### src/rtl/mux4_rr_arb_if.sv
// Handshake and data bundle between four requesters, the round-robin arbiter and the consumer.
// The slave modport is the arbiter's view; the master modport is the requester/consumer view.
interface mux4_rr_arb_if #(
  parameter int N = 4
);
  logic [3:0]   req;
  logic [N-1:0] in_a;
  logic [N-1:0] in_b;
  logic [N-1:0] in_c;
  logic [N-1:0] in_d;
  logic         out_ready;
  logic [3:0]   gnt;
  logic [1:0]   sel;
  logic         out_valid;
  logic [N-1:0] out_data;
  logic         busy;

  modport master (
    output req, in_a, in_b, in_c, in_d, out_ready,
    input  gnt, sel, out_valid, out_data, busy
  );

  modport slave (
    input  req, in_a, in_b, in_c, in_d, out_ready,
    output gnt, sel, out_valid, out_data, busy
  );
endinterface

### src/rtl/mux4_rr_arb.sv
// Round-robin arbiter feeding a registered 4:1 mux with a valid/ready output stage.
// Optional burst lock (extra lock[3:0] port) is enabled by defining ARB_LOCK_EN.
//
// state | meaning
// IDLE  | no captured word; a request is granted and captured immediately
// HOLD  | out_data holds an untransferred word; re-arbitrate on each transfer
module mux4_rr_arb #(
  parameter int N = 4
) (
  input  logic          clk,
  input  logic          rst,
`ifdef ARB_LOCK_EN
  input  logic [3:0]    lock,
`endif
  mux4_rr_arb_if.slave  bus
);

  typedef enum logic {
    IDLE = 1'b0,
    HOLD = 1'b1
  } state_t;

  state_t       state_q;
  state_t       state_d;
  logic [1:0]   ptr_q;
  logic [1:0]   sel_q;
  logic [N-1:0] data_q;

  logic         any_req;
  logic         capture;
  logic [1:0]   win;
  logic [1:0]   idx;
  logic         found;
  logic [1:0]   ptr_nxt;
  logic [N-1:0] win_data;
  logic [3:0]   gnt_c;
  logic         valid_c;

  assign any_req = |bus.req;

  // Scan from ptr upwards (mod 4); the first requester found wins.
  always_comb begin
    win   = ptr_q;
    idx   = ptr_q;
    found = 1'b0;
    for (int i = 0; i < 4; i++) begin
      idx = ptr_q + 2'(i);
      if (!found && bus.req[idx]) begin
        win   = idx;
        found = 1'b1;
      end
    end
  end

  // A capture happens on any request in IDLE, or on a transfer cycle in HOLD.
  assign capture = !rst && any_req && ((state_q == IDLE) || bus.out_ready);

  always_comb begin
    case (win)
      2'd0:    win_data = bus.in_a;
      2'd1:    win_data = bus.in_b;
      2'd2:    win_data = bus.in_c;
      default: win_data = bus.in_d;
    endcase
  end

`ifdef ARB_LOCK_EN
  // A locked winner parks the pointer on itself so it stays first in line.
  assign ptr_nxt = lock[win] ? win : win + 2'd1;
`else
  assign ptr_nxt = win + 2'd1;
`endif

  always_ff @(posedge clk) begin
    if (rst) begin
      state_q <= IDLE;
    end else begin
      state_q <= state_d;
    end
  end

  always_comb begin
    state_d = state_q;
    case (state_q)
      IDLE: if (capture) state_d = HOLD;
      HOLD: if (bus.out_ready && !any_req) state_d = IDLE;
      default: state_d = IDLE;
    endcase
  end

  always_comb begin
    gnt_c   = 4'b0000;
    valid_c = (state_q == HOLD);
    if (capture) begin
      gnt_c = 4'b0001 << win;
    end
  end

  always_ff @(posedge clk) begin
    if (rst) begin
      ptr_q  <= 2'd0;
      sel_q  <= 2'd0;
      data_q <= '0;
    end else if (capture) begin
      ptr_q  <= ptr_nxt;
      sel_q  <= win;
      data_q <= win_data;
    end
  end

  assign bus.gnt       = gnt_c;
  assign bus.sel       = sel_q;
  assign bus.out_valid = valid_c;
  assign bus.busy      = valid_c;
  assign bus.out_data  = data_q;

endmodule
### src/flat_wrapper.sv
// flat-port wrapper written by rule: the top's interface ports become plain ports
module mux4_rr_arb_flat 
#(
  parameter int N = 4
)
  (clk, rst, bus_req, bus_in_a, bus_in_b, bus_in_c, bus_in_d, bus_out_ready, bus_gnt, bus_sel, bus_out_valid, bus_out_data, bus_busy);
  mux4_rr_arb_if #(.N(N)) bus_i ();
  input  logic clk;
  input  logic rst;
  input wire logic [$bits(bus_i.req)-1:0] bus_req;
  input wire logic [$bits(bus_i.in_a)-1:0] bus_in_a;
  input wire logic [$bits(bus_i.in_b)-1:0] bus_in_b;
  input wire logic [$bits(bus_i.in_c)-1:0] bus_in_c;
  input wire logic [$bits(bus_i.in_d)-1:0] bus_in_d;
  input wire logic [$bits(bus_i.out_ready)-1:0] bus_out_ready;
  output wire logic [$bits(bus_i.gnt)-1:0] bus_gnt;
  output wire logic [$bits(bus_i.sel)-1:0] bus_sel;
  output wire logic [$bits(bus_i.out_valid)-1:0] bus_out_valid;
  output wire logic [$bits(bus_i.out_data)-1:0] bus_out_data;
  output wire logic [$bits(bus_i.busy)-1:0] bus_busy;
  assign bus_i.req = bus_req;
  assign bus_i.in_a = bus_in_a;
  assign bus_i.in_b = bus_in_b;
  assign bus_i.in_c = bus_in_c;
  assign bus_i.in_d = bus_in_d;
  assign bus_i.out_ready = bus_out_ready;
  assign bus_gnt = bus_i.gnt;
  assign bus_sel = bus_i.sel;
  assign bus_out_valid = bus_i.out_valid;
  assign bus_out_data = bus_i.out_data;
  assign bus_busy = bus_i.busy;
  mux4_rr_arb #(.N(N)) u_core (.clk(clk), .rst(rst), .bus(bus_i));
endmodule
### config.mk
export PLATFORM = sky130hd
export DESIGN_NAME = mux4_rr_arb_flat
export DESIGN_NICKNAME = d
export VERILOG_FILES = /design/src/rtl/mux4_rr_arb_if.sv /design/src/rtl/mux4_rr_arb.sv /design/src/flat_wrapper.sv
export SDC_FILE = /design/constraint.sdc
export NUM_CORES = 1
export LEC_CHECK = 0
export ABC_AREA = 1
export CAP_MARGIN = 25
export CORE_UTILIZATION = 47
export CTS_BUF_LIST = sky130_fd_sc_hd__clkbuf_4
export DETAILED_ROUTE_END_ITERATION = 10
export PLACE_DENSITY = 0.85
export SYNTH_ARGS = -nofsm -noshare
export SYNTH_HDL_FRONTEND = slang
export SYNTH_SLANG_ARGS = --single-unit
### constraint.sdc
create_clock -name clk -period 3.8 [get_ports clk]
set_input_delay 0.38 -clock clk [delete_from_list [all_inputs] [get_ports clk]]
set_output_delay 0.38 -clock clk [all_outputs]
set_load 0.03 [all_outputs]
==> flow_summary_export.csv <==
group,metric,value,unit
detailed_routing,num_vias,986,
logic_synthesis,synth_seq_cells,9,
place,dp_hpwl,1730,µm
power_and_ir_drop,p_seq_share,21.7,%
critical_path,cp-start-kind,"flip-flop",
power_and_ir_drop,powerDensity,485,nW/µm²
power_and_ir_drop,p_sw_share,46.5,%
floorplan,die_w,46.0,µm
finish,final_cell_mix,"nand2_1, clkdlybuf4s50_1, nand2_2, nor2_1, inv_1",
power_and_ir_drop,ir_worst_vdd,0.000342,V
cts,clk_pin_slew_worst_paths,0.06,ns
cts,cts_tree,"built",
place,gp_congestion,0.833,
timing,rsz0062_at_grt,"no",
timing,timing.setup.tns,0,ns
timing,skew,0.00200,ns
logic_synthesis,synth_compound_area_share,10.3,%
detailed_routing,drc,0,
floorplan,io-pin-count,35,
cts,cts.sinks,9,
floorplan,dieArea,2120,µm²
critical_path,crit_required,3.42,ns
logic_synthesis,synth_cell_type_count,22,
run,drv_cap,0,
detailed_routing,wl,2070,µm
critical_path,cp_common_cell,"nand2_1",
finish,drive_gt1_share,23.6,%
cts,postCtsSetupBuffers,0,
timing,timing.final.crit_period,3.42,ns
floorplan,core,1760,µm²
critical_path,crit_slowest_cell,"clkdlybuf4s50_1",
power_and_ir_drop,power_frac_comb,65.6,%
timing,fmax,0.293,GHz
cts,clock_latency,0.25,ns
cts,cts_made_buffers,3,
timing,relSlewSlack,64.1,%
finish,num_antenna_cells,0,
timing,period_share,89.9,%
logic_synthesis,syn-cell-area,911,µm²
floorplan,die_y,46.0,µm
timing,drv_slew,0,
critical_path,crit_chain,"inv_2, nand2_1, nand2_2, nand2_2, nand2_4, nor2_4, nand2_1, nand2_1, nand2_1, inv_1, ha_1, inv_1, nor2_1, clkdlybuf4s50_1",
detailed_routing,dr.first_iter.drc_count,18,
logic_synthesis,synth_xor_xnor_area_share,0,%
logic_synthesis,synth_fa_ha_area_share,6.87,%
critical_path,critPathKind,"flip-flop to primary output",
grt,grt-ovfl-total,0,
logic_synthesis,synth_warnings,0,
grt,grt_pass1_wl,3240,µm
critical_path,worst-path-buf-inv,4,
place,placed_cell_area,1230,µm²
worst_hold_path,hold_path.class,"flip-flop to flip-flop",
finish,stdcell_area,1260,µm²
power_and_ir_drop,pwr-share-clk,12.7,%
logic_synthesis,syn_nets,170,
logic_synthesis,synth-simple-area-share,50.5,%
logic_synthesis,synth_top_family_by_area,"simple AND/OR/NAND/NOR gates",
power_and_ir_drop,p_sw,0.285,mW
critical_path,crit_family,"buffers and inverters",
finish,syn2layout_area_growth,38.6,%
logic_synthesis,syn_area_per_cell,6.41,µm²
place,portBuffers,34,
finish,nets,203,
critical_path,cp_max_fo,12,
status,status,"finished, final reports clean",
detailed_routing,wire_per_inst,10.4,µm
cts,cts-root-buf,"clkbuf_4",
floorplan,num_rows,15,
finish,final_common_cell,"nand2_1",
critical_path,end_kind,"primary output",
detailed_routing,firstDrtPassIters,6,
cts,clk_path_buf_depth,2,
cts,cts_hold_buf,0,
detailed_routing,via_per_inst,4.95,
power_and_ir_drop,p_leak,0.572,nW
logic_synthesis,synthCells,142,
grt,grt_max_degree,16,
grt,grt_use_total,20.7,%
critical_path,arrival,3.04,ns
power_and_ir_drop,p_int,0.327,mW
logic_synthesis,synthMuxAreaShare,0,%
cts,cts_resized,0,
floorplan,initial_core_util,51.6,%
logic_synthesis,yosysSeqAreaShare,19.8,%
detailed_routing,ant_nets,0,
timing,tightestPinTransition,0.538,ns
timing,finalHoldViolCount,0,
grt,grt_pass1_vias,830,
critical_path,critPathMaxStageDelay,0.68,ns
grt,antenna_found_initial,0,
timing,setup_viol,0,
finish,utilization,71.6,%
cts,htreeDepth,1,
[layout make-up]
cell class	instances	area, µm²
timing repair buffer	34	340
fill	157	502
inverter	16	63.8
tap	25	31.3
sequential	9	180
clock buffer	4	30.0
multi-input combinational	111	617
[power by group through the flow]
stage	sequential [mW]	combinational (mW)	clock, mW
floorplan	0.153	0.276	0
global placement	0.133	0.389	0
detailed placement	0.134	0.402	0
CTS	0.132	0.403	0.0796
global route	0.135	0.442	0.0838
finish	0.133	0.401	0.0777
[through the flow]
step | worst slack, ns | hold slack (ns) | power [mW] | std cells
after floorplan | 1.55 | 0.596 | 0.429 | 142
after global placement | 0.687 | 0.461 | 0.523 | 195
after detailed placement | 0.648 | 0.472 | 0.536 | 195
after CTS | 0.397 | 0.480 | 0.615 | 199
after global routing | 0.187 | 0.509 | 0.660 | 199
final | 0.382 | 0.475 | 0.612 | 199
[cell families (layout without fill, tap and decap cells)]
| kind of cell | count (synthesis) | count (layout) |
|---|---|---|
| and+or+nand+nor | 91 | 91 |
| buffers and inverters | 22 | 54 |
| AOI/OAI and AO/OA | 15 | 15 |
| adders and majority gates | 5 | 5 |
| DFF | 9 | 9 |
[metal layers]
layer / up-vias / wire (µm) / GRT usage [%]
li1: 512 / - / -
met1: 453 / 939 / 25.6
met2: 17 / 1050 / 36.1
met3: 4 / 66 / 3.17
met4: 0 / 14 / 6.47
met5: - / 0 / 0
[registers in the layout, indices dropped and copies added, names as in the netlist]
signal / cells
u_core.bus.busy: 1
u_core.ptr_q: 2
u_core.bus.sel: 2
u_core.bus.out_data: 4
[Yosys cell counts]
| library cell | n | area [µm²] |
|---|---|---|
| buf_1 | 1 | 3.75 |
| o21ai_0 | 1 | 5.00 |
| a31o_2 | 4 | 35.0 |
| a21oi_2 | 1 | 8.76 |
| inv_4 | 1 | 6.26 |
| nor2_4 | 1 | 11.3 |
| buf_4 | 1 | 7.51 |
| nand3_2 | 6 | 60.1 |
| ha_1 | 5 | 62.6 |
| dfxtp_1 | 9 | 180 |
| buf_6 | 3 | 33.8 |
| nor3_4 | 1 | 16.3 |
| nor2_1 | 12 | 45.0 |
| inv_1 | 10 | 37.5 |
| inv_2 | 4 | 15.0 |
| nand2_2 | 17 | 106 |
| clkinv_2 | 1 | 5.00 |
| a21oi_1 | 9 | 45.0 |
| nand2_4 | 1 | 11.3 |
| nand2_1 | 44 | 165 |
| nand3_1 | 9 | 45.0 |
| buf_2 | 1 | 5.00 |
[worst register-to-register path, delay by kind of cell (launching register included)]
family / cells / cell delay [ns]
AO/OA/AOI/OAI: 3 / 0.49
adder cells (fa/ha/maj): 1 / 0.23
buffers and inverters: 2 / 0.26
flip-flops: 1 / 0.66
AND/OR/NAND/NOR: 12 / 0.96
[path summary, 6_finish.rpt]
path | startpoint | end | slack, ns | cells past startpoint
max | u_core.ptr_q[0]$_SDFFE_PP0P_ | bus_gnt[0] | 0.38 | 14
min | u_core.bus.sel[1]$_SDFFE_PP0P_ | u_core.bus.sel[1]$_SDFFE_PP0P_ | 0.47 | 2
max reg2reg | u_core.ptr_q[0]$_SDFFE_PP0P_ | u_core.bus.out_data[3]$_SDFFE_PP0P_ | 1.11 | 18
min reg2reg | u_core.bus.sel[1]$_SDFFE_PP0P_ | u_core.bus.sel[1]$_SDFFE_PP0P_ | 0.47 | 2
Note: power is estimated with default switching activity, not from simulation.
